--- src/rtl/seq_mult_addshift.sv ---
// Sequential add-shift multiplier, W x W -> 2W, one partial-product step per clock.
// Signed mode subtracts on the final step to weight the operand sign bit negatively.
module seq_mult_addshift #(
   parameter int unsigned W = 8
) (
   input  logic           Clk,
   input  logic           Reset_n,
   input  logic           Start,
   input  logic           Signed_mode,
   input  logic [W-1:0]   Multiplicand,
   input  logic [W-1:0]   Multiplier,
   output logic [2*W-1:0] Product,
   output logic           X,
   output logic           Busy,
   output logic           Done
);

   localparam int unsigned CW = (W > 1) ? $clog2(W) : 1;

   typedef enum logic [1:0] {StIdle, StRun, StDone} state_e;

   state_e          state_q;
   logic [W-1:0]    a_q;
   logic [W-1:0]    b_q;
   logic [W-1:0]    s_q;
   logic [CW-1:0]   count_q;
   logic            mode_q;

   logic            last_step;
   logic [W:0]      ext_a;
   logic [W:0]      ext_s;
   logic [W:0]      sum;

   always_comb begin
      last_step = (count_q == CW'(W - 1));
      ext_a     = {mode_q & a_q[W-1], a_q};
      ext_s     = {mode_q & s_q[W-1], s_q};
      sum       = ext_a;
      if (b_q[0]) begin
         sum = (mode_q && last_step) ? (ext_a - ext_s) : (ext_a + ext_s);
      end
   end

   always_ff @(posedge Clk) begin
      if (!Reset_n) begin
         state_q <= StIdle;
         a_q     <= '0;
         b_q     <= '0;
         s_q     <= '0;
         count_q <= '0;
         mode_q  <= 1'b0;
         Product <= '0;
         X       <= 1'b0;
         Busy    <= 1'b0;
         Done    <= 1'b0;
      end else begin
         Done <= 1'b0;
         case (state_q)
            StIdle: begin
               if (Start) begin
                  state_q <= StRun;
                  s_q     <= Multiplicand;
                  b_q     <= Multiplier;
                  mode_q  <= Signed_mode;
                  a_q     <= '0;
                  X       <= 1'b0;
                  count_q <= '0;
                  Busy    <= 1'b1;
               end
            end
            StRun: begin
               // The shifted-out sum LSB enters B from the top as B's consumed bits leave.
               a_q     <= sum[W:1];
               b_q     <= {sum[0], b_q[W-1:1]};
               X       <= sum[W];
               count_q <= count_q + 1'b1;
               if (last_step) begin
                  state_q <= StDone;
                  Busy    <= 1'b0;
                  Done    <= 1'b1;
                  Product <= {sum, b_q[W-1:1]};
               end
            end
            StDone: begin
               state_q <= StIdle;
            end
            default: begin
               state_q <= StIdle;
            end
         endcase
      end
   end

endmodule

--- config.mk ---
export PLATFORM = sky130hd
export DESIGN_NAME = seq_mult_addshift
export DESIGN_NICKNAME = d
export VERILOG_FILES = /design/src/rtl/seq_mult_addshift.sv
export SDC_FILE = /design/constraint.sdc
export NUM_CORES = 1
export LEC_CHECK = 0
export BUFFER_PORTS_ARGS = -buffer_cell sky130_fd_sc_hd__buf_2
export CAP_MARGIN = 20
export CORE_MARGIN = 1.5
export CORE_UTILIZATION = 50
export CTS_CLUSTER_DIAMETER = 150
export DETAILED_ROUTE_END_ITERATION = 8
export PLACE_DENSITY = 0.71
export SLEW_MARGIN = 40
export SYNTH_ARGS = -nofsm -noshare
export SYNTH_HDL_FRONTEND = slang
export SYNTH_SLANG_ARGS = --single-unit
--- constraint.sdc ---
create_clock -name Clk -period 2.79 [get_ports Clk]
set_input_delay 0.558 -clock Clk [delete_from_list [all_inputs] [get_ports Clk]]
set_output_delay 0.558 -clock Clk [all_outputs]
set_load 0.02 [all_outputs]
==> impl_results.md <==
* Outcome: completed
* DRC viols at 0
* Post-place setup slack at -63.3 ps
* Adder-cell share of the synthesized area at 5.88%
* Drt wl/cell at 15.3 microns
* Worst-Margin Slew at 760 ps
* 1st-pass router iterations at 4
* Simple-Gate Fraction of Synth Area at about a quarter
* Latest clock arrival within the worst-skew pair at approximately 310 ps
* Met1 Track Usage GR at 27.5%
* Worst-case clock buffer depth at 2
* Final Setup Violations at 0
* Minimum clock period at 2670 ps
* Slew Viols, Final at 0
* Met3 Resource Use GR at 4.31%
* Share of the synthesized area in the top cell type at 35.8%
* Critical path's top delay family: compound AO/OA/AOI/OAI gates
* GR Layer Usage met2 at roughly 43%
* Worst Reg2Reg Path Length in Cells at 11
* CTS sink cnt at 48
* XOR/XNOR Fraction of Synth Area at 3.26%
* Hold Path Sink: Product[1]$_SDFFE_PN0P_
* Number of global-route vias before repair at 2406
* R2R Path Start: count_q[0]$_SDFFE_PN0P_
* Worst Path Max Fanout at 7
* Core footprint at 0.00514 sq mm
* Yosys warnings at 0
* Post-Synthesis Cells at 331
* WHS at 470 ps
* Internal reg-to-reg setup slack at 120 ps
* Critical Path Max Stage Delay at 340 ps
* GRT Max-Usage Layer: met2
* Buffers & Inverters on Critical Path at 0
* Nets@finish at 397
* Routability Congestion at between 0.9 and 1
* Ant diodes at 0
* Port Buffers at 38
* Total clock buffers created by CTS at 5
* Final worst-path cycle share at 95.8%
* Total Routing Usage GR at 23.5%
* DRT Wirelength at 6.68 mm
* Fin Clk Skew at 5.26 ps
* 1st-iter DRT viols at 114
* First-pass GRT wire length at 11.1 mm
* Largest net degree at the start of global routing at 51
* Switching pwr at 550 uW
* Switching fraction of total power at between 30% and 40%
* Cell Chain, Critical Path: ha_1 -> ha_4 -> and2_1 -> a21oi_1 -> xnor2_1 -> ha_1 -> a21oi_1 -> o21a_1 -> nand2_1 -> a2111oi_2 -> nand2_1
* Unrepaired setup endpoints after global routing: true
* Initial antenna violation count at 0
* Layout area overhead at 16.9%
* Sequential-to-total area share from yosys stat at 35.8%
* FMAX at 0.374 GHz
* Critical Path AT at approximately 2900 ps
* Largest family of logic cells by synthesized area: simple AND/OR/NAND/NOR gates
* Design area at between 0.003 and 0.004 sq mm
* Chip height at 76.2 microns
* Dpl cell area at 0.00293 sq mm
* Max cap viols at 0
* Hold path start: Product[1]$_SDFFE_PN0P_
* Final WS setup at 117 ps
* Final count of hold timing violations at 0
* CTS tree: built
* Antenna viol nets, final at 0
* Slew headroom at between 40% and 50%
* Post-layout util at 61.0%
* Die area at around 0.0058 sq mm
* Share of async-settable or async-resettable flops after synthesis at 0%
* Seq pwr share at 44.9%
* Syn Area/Cell at 8.10 sq um
* Tot Pwr at 1680 uW
* RR Endpoint: X$_SDFFE_PN0P_
* Kind of start point of the critical path: flop
* Reg clk slew, reported paths at 100 ps
* Largest area contributor in the netlist: dfxtp_1
* Hold WC Path Type: flop to flop
* Crit path max-delay cell type: dfxtp_2
* Pint at 1130 uW
* Number of synthesized flops with an enable pin at 0
* WHS Path Cells at 2
* Synth Register Bits at 48
* Worst VDD drop at ~0.28 mV
* Syn_nets at 363
* Yosys cell types at 50
* Clock share of power at 28.0%
* Power per cell area at between 500 and 600 mW/mm^2
* Mux cell area share after synthesis at about 1.1%
* Drt via density at 5.64
* Initial Utilization at 52.2%
* Post-detail-place hpwl at 4.52 mm
* Site row count at 26
* Reg area at 962 sq um
* Die width at 76.2 microns
* Area of the mapped netlist at ~0.0027 sq mm
* Worst endpoint required time at between 2000 and 3000 ps
* I/O Pins at 39
* Top cells by area, synth: dfxtp_1 36%, nand2_1 9.1%, a21boi_0 5.6%, ha_1 5.1%, nand3_1 3.4%
* Worst setup EP type: flop
* Share of cells above drive strength 1 at 21.6%
* CTS Root Cell: clkbuf_8
* Grt ovf at 0
* Worst Path Class, Setup: flop to flop
* Leakage at 0.00134 uW
* Compound-Gate Fraction of Synth Area at roughly a quarter
* H-Tree Depth at 2
* Vias at 2461
* Filler Cells Inserted at about 500
* Main flop type after synthesis: dfxtp_1
* Multi-input combinational cell area at 0.00168 sq mm
* Comb power frac at 27.0%
[tightest hold or removal path: stages, from the launching register on]
cell	delay, ps
dfxtp_1	320
nand2_1	40
a21boi_0	60
[synthesized netlist by cell type, types with 8 or more instances]
library cell	n
a21oi_1	17
nand2_1	65
a21boi_0	20
dfxtp_1	48
inv_1	8
o21ai_0	14
o211a_1	9
nand3_1	18
nor2_1	10
ha_1	11
clkbuf_1	14
[through the flow]
step	TNS, ps	instances
final	0	436
after global routing	-69.3	436
after CTS	0	433
after detailed placement	-135	425
after global placement	0	425
after floorplan	0	331
[area by class of cell]
type,instances,area share [%]
Clock buffer,6,2.63
Clock inverter,2,0.559
Inverter,8,0.958
Multi-Input combinational cell,253,53.6
Sequential cell,48,30.7
Tap cell,70,2.79
Timing Repair Buffer,49,8.78
[what timing repair did]
action	in CTS	in global routing
pin swaps	0	7
hold buffers	0	0
resized for setup	3	15
setup buffers	0	3
setup endpoints to repair	5	11
[logic make-up after synthesis]
logic type	count (synthesis)
adder cells (fa/ha/maj)	12
buffers and inverters	30
flip-flops	48
AO/OA/AOI/OAI	90
AND/OR/NAND/NOR	138
multiplexers	3
XOR/XNOR	10
[layer usage]
metal	vias up	wire length, microns
met5	-	0
met4	0	45
met3	4	301
met2	63	3360
met1	1155	2970
li1	1239	-
[cell usage in the layout (no fill, tap or decap), types with 3 or more instances in the layout]
cell	instances
nand2b_1	3
o211ai_1	3
xnor2_1	5
clkbuf_8	6
dfxtp_1	47
o21a_1	6
nor3_1	6
nand3_1	18
inv_1	8
nor2b_1	5
and4_1	3
or2_2	3
a21oi_1	16
buf_4	12
o211a_1	9
nor2_1	10
nand2_1	63
a21boi_0	20
ha_1	7
and2_1	6
mux2i_1	3
nand4_1	5
nor3b_1	4
xor2_1	5
buf_2	37
o21ai_0	12
[sequential cells by signal, summed over array words and instances (netlist names)]
register / cells
a_q: 7
Product: 16
Busy: 1
X: 1
b_q: 8
Done: 1
mode_q: 1
state_q: 2
count_q: 3
s_q: 8
[worst max path at each step]
stage                                  from                   to  slack, ps  depth (start not counted)
floorplan           count_q[0]$_SDFFE_PN0P_  a_q[6]$_SDFFE_PN0P_        240                         11
detailed placement  count_q[0]$_SDFFE_PN0P_  a_q[4]$_SDFFE_PN0P_        -60                         12
global route        count_q[0]$_SDFFE_PN0P_       X$_SDFFE_PN0P_        -50                         11
finish              count_q[0]$_SDFFE_PN0P_       X$_SDFFE_PN0P_        120                         11
CTS                 count_q[0]$_SDFFE_PN0P_       X$_SDFFE_PN0P_          5                         11
global placement    count_q[0]$_SDFFE_PN0P_       X$_SDFFE_PN0P_         80                         11
[power groups by stage]
stage	Clock [uW]	Combinational (uW)	Sequential, uW
detailed placement	0	405	767
floorplan	0	314	754
finish	470	454	754
global route	507	501	760
global placement	0	398	767
CTS	476	409	752
No activity file was read; power rests on OpenSTA's default activity.
